[src/rtl/cat_pkg.sv]
// Shared constants and FSM state type for the category histogram.
package cat_pkg;

   localparam int NUM_CAT = 16;
   localparam int CAT_W   = 4;

   typedef enum logic [0:0] {
      IDLE = 1'b0,
      DUMP = 1'b1
   } state_e;

endpackage

[src/rtl/cat_hist_bin.sv]
// One histogram bin counter; clear beats increment.
// Define CAT_HIST_SAT_EN to saturate at all-ones instead of wrapping to zero.
module cat_hist_bin #(
   parameter int CNT_W = 16
) (
   input  logic             clk,
   input  logic             rst,
   input  logic             inc,
   input  logic             clr,
   output logic [CNT_W-1:0] count
);

   logic [CNT_W-1:0] count_q;
   logic [CNT_W-1:0] count_d;

   // Next count: clear, then increment (saturating or wrapping), else hold.
   always_comb begin
      count_d = count_q;
      if (clr) begin
         count_d = '0;
      end else if (inc) begin
`ifdef CAT_HIST_SAT_EN
         if (count_q == {CNT_W{1'b1}}) begin
            count_d = count_q;
         end else begin
            count_d = count_q + {{(CNT_W-1){1'b0}}, 1'b1};
         end
`else
         count_d = count_q + {{(CNT_W-1){1'b0}}, 1'b1};
`endif
      end else begin
         count_d = count_q;
      end
   end

   // Count register.
   always_ff @(posedge clk) begin
      if (rst) begin
         count_q <= '0;
      end else begin
         count_q <= count_d;
      end
   end

   assign count = count_q;

endmodule

[src/rtl/cat_hist.sv]
// 16-bin category histogram with clear-on-read streaming dump.
// Optional macro CAT_HIST_SAT_EN selects saturating bins (see cat_hist_bin).
module cat_hist
   import cat_pkg::*;
#(
   parameter int CNT_W = 16
) (
   input  logic             clk,
   input  logic             rst,
   input  logic [CAT_W-1:0] cat,
   input  logic             cat_vld,
   output logic             cat_rdy,
   input  logic             dump_req,
   output logic             out_vld,
   input  logic             out_rdy,
   output logic [CAT_W-1:0] out_idx,
   output logic [CNT_W-1:0] out_cnt,
   output logic             out_last,
   output logic             busy
);

   state_e           state_q;
   state_e           state_d;
   logic [CAT_W-1:0] idx_q;
   logic [CAT_W-1:0] idx_d;
   logic [CNT_W-1:0] bin_cnt_s [NUM_CAT];
   logic             accept_s;
   logic             beat_s;
   logic             last_s;

   assign accept_s = cat_vld & (state_q == IDLE);
   assign beat_s   = out_rdy & (state_q == DUMP);
   assign last_s   = (idx_q == {CAT_W{1'b1}});

   // Next state and beat index.
   always_comb begin
      state_d = state_q;
      idx_d   = idx_q;
      case (state_q)
         IDLE: begin
            if (dump_req) begin
               state_d = DUMP;
               idx_d   = '0;
            end else begin
               state_d = IDLE;
            end
         end
         DUMP: begin
            if (out_rdy) begin
               if (last_s) begin
                  state_d = IDLE;
                  idx_d   = '0;
               end else begin
                  idx_d = idx_q + CAT_W'(1);
               end
            end else begin
               state_d = DUMP;
            end
         end
         default: begin
            state_d = IDLE;
            idx_d   = '0;
         end
      endcase
   end

   // State and index registers.
   always_ff @(posedge clk) begin
      if (rst) begin
         state_q <= IDLE;
         idx_q   <= '0;
      end else begin
         state_q <= state_d;
         idx_q   <= idx_d;
      end
   end

   for (genvar k = 0; k < NUM_CAT; k++) begin : g_bin
      localparam logic [CAT_W-1:0] K = CAT_W'(k);
      cat_hist_bin #(.CNT_W(CNT_W)) u_bin (
         .clk   (clk),
         .rst   (rst),
         .inc   (accept_s & (cat == K)),
         .clr   (beat_s & (idx_q == K)),
         .count (bin_cnt_s[k])
      );
   end

   assign cat_rdy  = (state_q == IDLE);
   assign out_vld  = (state_q == DUMP);
   assign busy     = (state_q == DUMP);
   assign out_idx  = idx_q;
   assign out_cnt  = out_vld ? bin_cnt_s[idx_q] : '0;
   assign out_last = out_vld & last_s;

endmodule

[config.mk]
export PLATFORM = sky130hd
export DESIGN_NAME = cat_hist
export DESIGN_NICKNAME = d
export VERILOG_FILES = /design/src/rtl/cat_pkg.sv /design/src/rtl/cat_hist_bin.sv /design/src/rtl/cat_hist.sv
export SDC_FILE = /design/constraint.sdc
export NUM_CORES = 1
export LEC_CHECK = 0
export ABC_AREA = 1
export CAP_MARGIN = 20
export CORE_MARGIN = 2
export CORE_UTILIZATION = 55
export DETAILED_ROUTE_END_ITERATION = 12
export PLACE_DENSITY = 0.77
export SLEW_MARGIN = 40
export SYNTH_ARGS = -nofsm -noshare
export SYNTH_HDL_FRONTEND = slang
export SYNTH_SLANG_ARGS = --single-unit
[constraint.sdc]
create_clock -name clk -period 2.7 [get_ports clk]
set_input_delay 0.675 -clock clk [delete_from_list [all_inputs] [get_ports clk]]
set_output_delay 0.675 -clock clk [all_outputs]
set_load 0.03 [all_outputs]
=== Yosys cells after proc, flatten, opt, wreduce, memory -nomap -nowiden ===
Index checks and enable logic that the tools add are counted.

* Input bits: 9
* Logic and storage cells: 136
* Register bits: 261

* Muxes and demuxes: 12
* Reduce and logical (&&, ||, !) cells: 19
* Add/sub/neg operators: 17
* Equality and inequality tests: 32
* Bitwise operators: 37
* Order comparisons: 1

{| class="wikitable"
|+ Operator list
! cell !! count
|-
| adder 16 x 1 -> 16 bit (second input constant) || 16
|-
| binary-select mux 16 bit (select 4 bit) || 1
|-
| == test 4 bit (second input constant) || 16
|-
| two-way mux 16 bit || 3
|-
| AND 1 bit || 35
|-
| == test 4 x 3 -> 1 bit (second input constant) || 8
|-
| OR reduction 2 bit || 16
|-
| == test 4 x 2 -> 1 bit (second input constant) || 4
|-
| two-way mux 4 bit || 3
|-
| == test 4 x 1 -> 1 bit (second input constant) || 2
|-
| zero test 4 bit || 2
|-
| one-hot mux 4 bit (2 select lines) || 1
|-
| >= comparator 5 bit (second input constant) || 1
|-
| NOT 4 -> 5 bit || 1
|-
| adder 4 x 1 -> 4 bit (second input constant) || 1
|-
| two-way mux 1 bit || 3
|-
| != test 2 x 1 -> 1 bit (second input constant) || 1
|-
| != test 2 bit (second input constant) || 1
|-
| one-hot mux 1 bit (2 select lines) || 1
|-
| AND reduction 2 bit || 1
|-
| NOT 1 bit || 1
|}

=== Depth between registers and ports, before layout ===
Gate-level depths: netlist (run 1).

* Depth in word-level cells: 5
* Depth in mapped cells: 10
* Depth with buffers taken out: 9

=== By module ===
A second synthesis (run 1) with hierarchy kept.

* Cell total of the unflattened synthesis: 2836
* Area, all modules: 17673.2 µm²

{| class="wikitable"
|+ Modules (own cells, without submodules)
! module !! times used !! area each (µm²) !! cells an instance
|-
| cat_hist_bin || 16 || 844.6 || 116
|-
| cat_hist || 1 || 4160.2 || 980
|}

=== Least setup slack after synthesis (run 1) ===
No wires, ideal clock.

* Path kind: register to output
* Start: reg idx_q[0] (netlist: out_idx[0])
* End: out out_cnt[11]
* Cell stages (with the launch flop): 10
* Arrival: 2.033 ns
* Data required time: 2.025 ns
* Path slack: -0.008 ns
* Buffers on the path: 3
* Cell sequence: dfxtp_1 -> buf_2 -> clkbuf_1 -> clkbuf_1 -> o211ai_1 -> nand2_1 -> nand2_1 -> nand2_1 -> nor2_1 -> nor2_1

* Longest elaborated chain between the ends: 5

{| class="wikitable"
|+ Ends and longest elaborated chain
! element !! line !! source
|-
| start: declaration || cat_hist.sv:24 || <nowiki>logic [CAT_W-1:0] idx_q;</nowiki>
|-
| start signal: assignment || cat_hist.sv:74 || <nowiki>idx_q <= idx_d;</nowiki>
|-
| NOT 4 -> 5 bit (not written as such) || cat_hist.sv:93 || <nowiki>assign out_cnt = out_vld ? bin_cnt_s[idx_q] : '0;</nowiki>
|-
| binary-select mux 16 bit (select 4 bit) || cat_hist.sv:93 ||
|-
| two-way mux 16 bit (not written as such) (2 in series) || cat_hist.sv:93 ||
|-
| two-way mux 16 bit || cat_hist.sv:93 ||
|-
| end: declaration || cat_hist.sv:17 || <nowiki>output logic [CNT_W-1:0] out_cnt,</nowiki>
|}

Every way passes these cells. The select of a mux whose other input is x is not followed.

=== Final worst setup path (run 1) ===
* Start: reg idx_q[0] (netlist: out_idx[0])
* End: out out_cnt[1]

Same word-level chain as after synthesis.

==> reports/metrics.cfg, run 1 <==
[run_status]
outcome = complete, but fails checks
violations = negative setup slack

[grt]
grt_use_met1 = 0.427
top_usage_layer = met2
antenna_found_initial = 0
grt_pass1_wl_mm = 79.6
grt_pass1_vias = 16000
grt_overflow_total = 0
grt_usage = 0.316
grtUsageMet3 = 0.0424
grt_max_degree = 34
grt_use_met2 = 0.519

[yosys]
synthTopCellsByCount = nand2_1 (839), nor2_1 (372), inv_1 (314)
ys_ff_latch = 261
yosysWarnings = 0
synth_cell_types = 39
synthCells = 2660
syn-num-nets = 2690
synth_flop_cell = dfxtp_1
syn_area_mm2 = 0.0161
synth_top_area_frac = 0.326
synth.most_common_cell = nand2_1
synth_area_leaders = dfxtp_1 (33%), nand2_1 (20%), nor2_1 (8.7%)
async_reset_ff_frac = 0
synth-seq-area-share = 0.326
synth.largest_area_cell = dfxtp_1
synth_edf_count = 0
avgSynthCellArea_um2 = 6.03

[worst_setup_path]
path_class = reg2out
critical_path.endpoint = out_cnt[1]
worstReg2RegStart = busy
critical_path.startpoint = out_idx[0]
crit_path_end_kind = output pin
reg2reg_to = g_bin[5].u_bin.count[5]
cp_slowest_cell = dfxtp_4
required_ps = 2030
worstPathMaxFanout = 8
slowest_delay_ps = 410
startpoint_type = flip-flop
rrSetupSlack_ps = 480
path_cells = buf_12 -> buf_12 -> buf_16 -> o211ai_1 -> nand2_1 -> nand2_2 -> nand2_2 -> nor2_1 -> nor2_1 -> buf_4
rr_worst_depth = 7
crit_arrival_ps = 2330

[power]
power_frac_seq = 0.437
p_comb_frac = 0.084
clkPwrFrac = 0.478
total_power_mw = 8.85
swShare = 0.245
p_sw_mw = 2.17
cell_internal_pwr_mw = 6.68
p_leak_nw = 7.07
ir_worst_vdd_v = 0.000446
p_per_area_mw_per_mm2 = 473

[timing]
rsz0062_at_grt = true
fmax_ghz = 0.333
tightest_slew_ps = 632
layout_min_cycle_time_ps = 3000
slew_headroom = 0.575
hold_violations = 0
finalSetupViolCount = 16
setup_ws_ps = -304
fin_skew_ps = 10.4
hold_slack_ps = 458
fin_tns_setup_ps = -3310
finalCritPeriodShare = 1.11
slew_viol_final = 0

[final_layout]
regArea_mm2 = 0.00523
final_nets = 2772
final_area_mm2 = 0.0187
n_fill_cell = 2618
diodes = 0
synthToLayoutAreaGrowth_pct = 16.6
utilization = 0.652
finalNonFillerCells = 3147
drive_gt1_frac = 0.0988
multi_input_area_mm2 = 0.00962

[routing]
wl_per_cell_um = 15.6
ant_nets = 0
drt_iter0_markers = 2045
drc = 0
dr.pass1.iters = 8
vias = 17800
viasPerCell = 5.65
wl_mm = 49.2

[floorplan]
boundaryPins = 33
core_mm2 = 0.0287
rows = 62
dieArea_mm2 = 0.0306
start_util = 0.559
die_w_um = 175
die_y_um = 175

[cts]
cts_hold_buf = 0
ctsLongestPathBuffers = 3
cts.sinks = 261
path_clk_slew_ps = 70
clockRootBuffer = clkbuf_16
cts_tree = yes
clk_latency_ps = 560
htreeDepth = 1
cts_made_buffers = 29

[place]
placed_cells = 3083
place_congestion = 0.972
port_buffers = 32
dp_hpwl_mm = 36.3
post-place-ws_ps = -25.7
dpl_cell_area_mm2 = 0.0172

[job]
cap_violations = 0

[worst_hold_path]
hp-class = reg2reg

[worst max-delay path, delay by kind of cell (launching register included)]
| family | cells | cell delay [ps] |
|---|---|---|
| flops | 1 | 410 |
| simple gates | 5 | 460 |
| compound gates | 1 | 250 |
| buf+inv | 4 | 630 |
[logic make-up (layout without fill, tap and decap cells)]
kind of cell    Yosys count  count (layout)  synth area share
flops                   261             261             0.326
fa+ha+maj                21              21            0.0164
compound gates          379             379             0.136
xor+xnor                 29              29            0.0158
buf+inv                 386             489            0.0928
simple gates           1584            1584             0.414
[flip-flops by register name (all words and copies together), names as in the netlist]
register,count
g_bin.u_bin.count,256
out_idx,4
busy,1
[how the worst min path moves through the flow]
| stage | startpoint | endpoint | slack [ps] | depth (start not counted) |
|---|---|---|---|---|
| detailed placement | g_bin[15].u_bin.count[14] | g_bin[15].u_bin.count[14] | 450 | 2 |
| floorplan | g_bin[4].u_bin.count[14] | g_bin[4].u_bin.count[14] | 440 | 2 |
| finish | g_bin[13].u_bin.count[15] | g_bin[13].u_bin.count[15] | 460 | 2 |
| global route | g_bin[1].u_bin.count[15] | g_bin[1].u_bin.count[15] | 470 | 2 |
| global placement | g_bin[5].u_bin.count[15] | g_bin[5].u_bin.count[15] | 450 | 2 |
| CTS | g_bin[15].u_bin.count[14] | g_bin[15].u_bin.count[14] | 460 | 2 |
[per-layer routing]
metal | share of wire | vias to the layer above | wire [um]
met5 | 0 | - | 0
met4 | 0.036 | 0 | 1770
met3 | 0.085 | 127 | 4180
met2 | 0.45 | 811 | 22300
met1 | 0.43 | 8070 | 21000
li1 | - | 8758 | -
[power groups by stage]
| stage | clock network (mW) | registers, mW | logic [mW] |
|---|---|---|---|
| 6_report | 4.23 | 3.87 | 0.746 |
| 5_1_grt | 4.43 | 3.87 | 0.797 |
| 4_1_cts | 4.26 | 3.87 | 0.705 |
| 3_5_place_dp | 0 | 3.96 | 0.625 |
| 3_3_place_gp | 0 | 3.96 | 0.618 |
| 2_1_floorplan | 0 | 3.96 | 0.390 |
[layout by cell type (no fill, tap or decap), types with 6 or more instances in the layout]
master,netlist,routed
o211ai_1,84,84
nor3_1,60,60
o21ai_0,105,90
o21ai_1,0,11
a21oi_1,176,176
ha_1,21,20
buf_6,0,17
inv_1,314,314
nand4_1,68,68
nor2_1,372,343
buf_4,2,68
nand3b_1,12,12
nor2_2,26,42
dfxtp_1,261,259
nand3_1,176,174
xor2_1,23,23
nand2_1,839,799
nand2_2,4,43
nor3b_1,8,8
clkbuf_8,0,8
nor2_4,6,19
clkbuf_16,0,29
xnor2_1,6,6
clkdlybuf4s50_1,0,13
clkbuf_1,32,7
buf_16,0,6
[cell type report]
class,instances,area share
Timing Repair Buffer,115,0.0628
Inverter,322,0.0648
Multi-Input combinational cell,2013,0.514
Tap cell,384,0.0257
Sequential cell,261,0.279
Clock buffer,44,0.0461
Clock inverter,8,0.00749
[timing repair]
action	CTS	global route
endpoints found under the setup margin	19	18
cloned	5	0
pin swaps	27	26
setup buffers	5	2
resized for setup	90	48
Power figures use the tool's default switching activity.
==> inputs of run 2 (changes only) <==
==> constraint.sdc (replaced) <==
create_clock -name clk -period 2.7 [get_ports clk]
set_input_delay 0.405 -clock clk [delete_from_list [all_inputs] [get_ports clk]]
set_output_delay 0.405 -clock clk [all_outputs]
set_load 0.03 [all_outputs]
==> reports/metrics.cfg, run 2 (same netlist as run 1, synthesis figures left out) <==
[run_status]
outcome = complete, but fails checks
violations = negative setup slack

[routing]
drt_iter0_markers = 1818
dr.pass1.iters = 6
wl_per_cell_um = 15.8
ant_nets = 0
viasPerCell = 5.66
drc = 0
vias = 17700
wl_mm = 49.4

[power]
p_comb_frac = 0.086
p_per_area_mw_per_mm2 = 467
p_leak_nw = 6.95
cell_internal_pwr_mw = 6.43
swShare = 0.253
power_frac_seq = 0.450
ir_worst_vdd_v = 0.000431
p_sw_mw = 2.18
clkPwrFrac = 0.464

[cts]
cts_tree = yes
cts_made_buffers = 31
ctsLongestPathBuffers = 3
path_clk_slew_ps = 60
cts_hold_buf = 0
htreeDepth = 1
clockRootBuffer = clkbuf_16
cts.sinks = 261
clk_latency_ps = 570

[grt]
grt_overflow_total = 0
grt_pass1_vias = 15500
grt_max_degree = 51
grt_pass1_wl_mm = 75.8
antenna_found_initial = 0
grt_usage = 0.300

[timing]
slew_viol_final = 0
hold_violations = 0
setup_ws_ps = -6.58
tightest_slew_ps = 820
finalSetupViolCount = 2
fmax_ghz = 0.369
layout_min_cycle_time_ps = 2710
finalCritPeriodShare = 1.00
slew_headroom = 0.453
rsz0062_at_grt = true
hold_slack_ps = 462
fin_skew_ps = 13.5

[final_layout]
diodes = 0
drive_gt1_frac = 0.0774
final_area_mm2 = 0.0184
regArea_mm2 = 0.00524
multi_input_area_mm2 = 0.00947
final_common_cell = nand2_1
n_fill_cell = 2705
final_nets = 2749
utilization = 0.642
synthToLayoutAreaGrowth_pct = 14.8
largest_register_ffs = 256
finalNonFillerCells = 3124
layout_common_cells = nand2_1 (816), nor2_1 (359), inv_1 (314)

[worst_setup_path]
required_ps = 2300
crit_path_end_kind = output pin
reg2reg_to = g_bin[14].u_bin.count[1]
worstReg2RegStart = out_idx[0]
crit_arrival_ps = 2300
cp_slowest_cell = dfxtp_4
rr_worst_depth = 6
crit_buf_inv = 4
slowest_delay_ps = 380
critPathTopFamily = buffers and inverters
rrSetupSlack_ps = 300
path_class = reg2out
startpoint_type = flip-flop
path_cells = buf_12 -> buf_12 -> clkbuf_16 -> o211ai_1 -> nand2_1 -> nand2_1 -> nand2_2 -> nor2_4 -> nor2_1 -> buf_4
worstPathMaxFanout = 8

[place]
post-place-ws_ps = 207
dpl_cell_area_mm2 = 0.0169
port_buffers = 32
place_congestion = 0.949
placed_cells = 3050
dp_hpwl_mm = 34.8

[floorplan]
die_w_um = 175
rows = 62
die_y_um = 175
boundaryPins = 33
core_mm2 = 0.0287
start_util = 0.559
dieArea_mm2 = 0.0306

[worst_hold_path]
worstHoldStart = g_bin[15].u_bin.count[14]
hp-class = reg2reg
hold_depth = 2
holdPathEnd = g_bin[15].u_bin.count[14]

[job]
cap_violations = 0

run 2: cell types whose count changed in the layout (fill, tap and decap cells not counted), sizes merged:
cell	change
clkbuf	+10
dlymetal6s2s	+1
dlygate4sd2	-2
bufinv	-3
clkdlybuf4s50	+1
clkinv	+4
buf	-34
run 2: area by class of cell:
cell class | count | area share
Clock buffer | 45 | 0.0477
Tap cell | 384 | 0.0261
Timing Repair Buffer | 90 | 0.0584
Sequential cell | 261 | 0.284
Inverter | 322 | 0.0661
Multi-Input combinational cell | 2013 | 0.514
Clock inverter | 9 | 0.00380
run 2: stage by stage:
| step | setup TNS (ps) | power, mW |
|---|---|---|
| final | -12.3 | 8.61 |
| after global routing | -135 | 8.85 |
| after CTS | -13.5 | 8.52 |
| after detailed placement | 0 | 4.55 |
| after global placement | 0 | 4.55 |
| after floorplan | 0 | 4.34 |
run 2: per-layer routing:
layer,global-route usage,vias up,share of wire
met2,0.494,791,0.46
met3,0.0433,112,0.097
met4,0.0941,0,0.027
met1,0.405,8070,0.42
li1,-,8715,-
met5,0,-,0
run 2: worst max path at each step:
stage               start                 endpoint  slack, ps  cells past startpoint
6_report       out_idx[0]               out_cnt[6]         -7                     10
4_1_cts        out_idx[0]               out_cnt[3]        -10                      8
2_1_floorplan  out_idx[0]              out_cnt[11]        260                      9
5_1_grt        out_idx[0]               out_cnt[6]        -40                     10
3_5_place_dp      out_rdy  g_bin[4].u_bin.count[2]        210                      8
3_3_place_gp      out_rdy  g_bin[4].u_bin.count[2]        310                      8
run 2: power by group through the flow:
| stage | logic, mW | registers [mW] | clock network (mW) |
|---|---|---|---|
| after global placement | 0.592 | 3.96 | 0 |
| final | 0.743 | 3.87 | 4.00 |
| after CTS | 0.626 | 3.87 | 4.02 |
| after floorplan | 0.386 | 3.96 | 0 |
| after global routing | 0.791 | 3.87 | 4.18 |
| after detailed placement | 0.596 | 3.96 | 0 |
run 2: tightest hold or removal path, stage by stage, from the launching register on:
cell     delay, ps
dfxtp_1        310
nand2_1         60
a21oi_1         50
run 2: repair_timing:
action / 4_1_cts / 5_1_grt
buffers inserted: 0 / 7
cloned: 2 / 11
endpoints found under the setup margin: 13 / 17
pin swaps: 4 / 33
resized for setup: 17 / 53
==> inputs of run 3 (changes only) <==
SKIP_CTS_REPAIR_TIMING = 1   (was not set)
==> reports/metrics.cfg, run 3 (same netlist as run 1, synthesis figures left out) <==
[floorplan]
boundaryPins = 33
core_mm2 = 0.0287
die_w_um = 175
dieArea_mm2 = 0.0306
die_y_um = 175
rows = 62
start_util = 0.559

[place]
port_buffers = 32
place_congestion = 0.949
dp_hpwl_mm = 34.8
post-place-ws_ps = 207

[timing]
fin_skew_ps = 15.0
finalSetupViolCount = 6
hold_slack_ps = 462
fmax_ghz = 0.364
tightest_slew_ps = 839
slew_headroom = 0.441
setup_ws_ps = -44.0
hold_violations = 0
slew_viol_final = 0
finalCritPeriodShare = 1.02
rsz0062_at_grt = true
layout_min_cycle_time_ps = 2740

[cts]
ctsLongestPathBuffers = 3
htreeDepth = 1
cts.sinks = 261
cts_made_buffers = 31
clockRootBuffer = clkbuf_16
path_clk_slew_ps = 60
cts_tree = yes
clk_latency_ps = 570

[routing]
vias = 17500
wl_mm = 48.3
drt_iter0_markers = 1651
ant_nets = 0
drc = 0
wl_per_cell_um = 15.5
viasPerCell = 5.61
dr.pass1.iters = 5

[final_layout]
final_nets = 2739
utilization = 0.634
synthToLayoutAreaGrowth_pct = 13.4
drive_gt1_frac = 0.0685
n_fill_cell = 2742
layout_common_cells = nand2_1 (833), nor2_1 (358), inv_1 (314)
regArea_mm2 = 0.00523
multi_input_area_mm2 = 0.00941
final_common_cell = nand2_1
diodes = 0
largest_register_ffs = 256

[worst_setup_path]
crit_arrival_ps = 2340
reg2reg_to = g_bin[14].u_bin.count[9]
required_ps = 2300
crit_cells = 10
critical_path.endpoint = out_cnt[6]
critical_path.startpoint = out_idx[0]
path_class = reg2out
slowest_delay_ps = 530
critPathTopFamily = simple AND/OR/NAND/NOR gates
crit_top_cell = nand2_1
cp_slowest_cell = dfxtp_4
startpoint_type = flip-flop
crit_buf_inv = 3
path_cells = inv_8 -> buf_6 -> nand2_1 -> nand3_1 -> o21ai_1 -> nand2_1 -> nand2_1 -> nor2_4 -> nor2_1 -> buf_4
worstPathMaxFanout = 14
rr_worst_depth = 6
rrSetupSlack_ps = 170
worstReg2RegStart = out_idx[0]
crit_path_end_kind = output pin

[worst_hold_path]
hp-class = reg2reg
worstHoldStart = g_bin[15].u_bin.count[14]

[power]
p_sw_mw = 2.16
cell_internal_pwr_mw = 6.41
p_per_area_mw_per_mm2 = 471
power_frac_seq = 0.453
total_power_mw = 8.56
p_leak_nw = 6.85
swShare = 0.252
ir_worst_vdd_v = 0.000446
p_comb_frac = 0.081
clkPwrFrac = 0.466

[run_status]
violations = negative setup slack
outcome = complete, but fails checks

[grt]
antenna_found_initial = 0
grt_usage = 0.296
grt_overflow_total = 0
grt_pass1_wl_mm = 74.9
grt_max_degree = 78
grt_pass1_vias = 15500

[job]
cap_violations = 0

==> run 3: worst min path at each step <==
stage               cells past startpoint                   endpoint  slack (ps)
finish                                  2  g_bin[15].u_bin.count[14]         460
global placement                        2  g_bin[13].u_bin.count[15]         450
floorplan                               2   g_bin[4].u_bin.count[14]         440
global route                            2   g_bin[3].u_bin.count[15]         490
CTS                                     2   g_bin[4].u_bin.count[14]         470
detailed placement                      2  g_bin[15].u_bin.count[14]         460
==> run 3: through the flow <==
stage / area (um2) / TNS [ps] / std cells
after global placement: 16900 / 0 / 3050
after floorplan: 16100 / 0 / 2660
final: 18200 / -162 / 3114
after detailed placement: 16900 / 0 / 3050
after CTS: 17900 / -695 / 3104
after global routing: 18200 / -775 / 3114
==> run 3: layout make-up <==
class,count,area share
sequential,261,0.288
inverter,322,0.0673
timing repair buffer,80,0.0493
clock inverter,9,0.00385
tap,384,0.0264
multi-input combinational,2013,0.517
clock buffer,45,0.0483
==> run 3: power by group through the flow <==
stage / combinational [mW] / sequential (mW) / clock [mW]
floorplan: 0.386 / 3.96 / 0
global placement: 0.592 / 3.96 / 0
detailed placement: 0.596 / 3.96 / 0
CTS: 0.601 / 3.87 / 4.02
global route: 0.741 / 3.88 / 4.19
finish: 0.693 / 3.88 / 3.99
==> run 3: metal layers <==
metal	track usage	vias up	wire length, um
met1	0.400	7986	20900
met3	0.0413	108	4060
li1	-	8683	-
met5	0	-	0
met4	0.0924	0	1460
met2	0.489	687	22000
==> run 3: worst register-to-register path: stages (launching register included) <==
cell and delay, ps:
dfxtp_4 530, inv_8 90, clkbuf_16 220, ha_1 340, a21oi_1 720, inv_1 350, a21oi_1 200
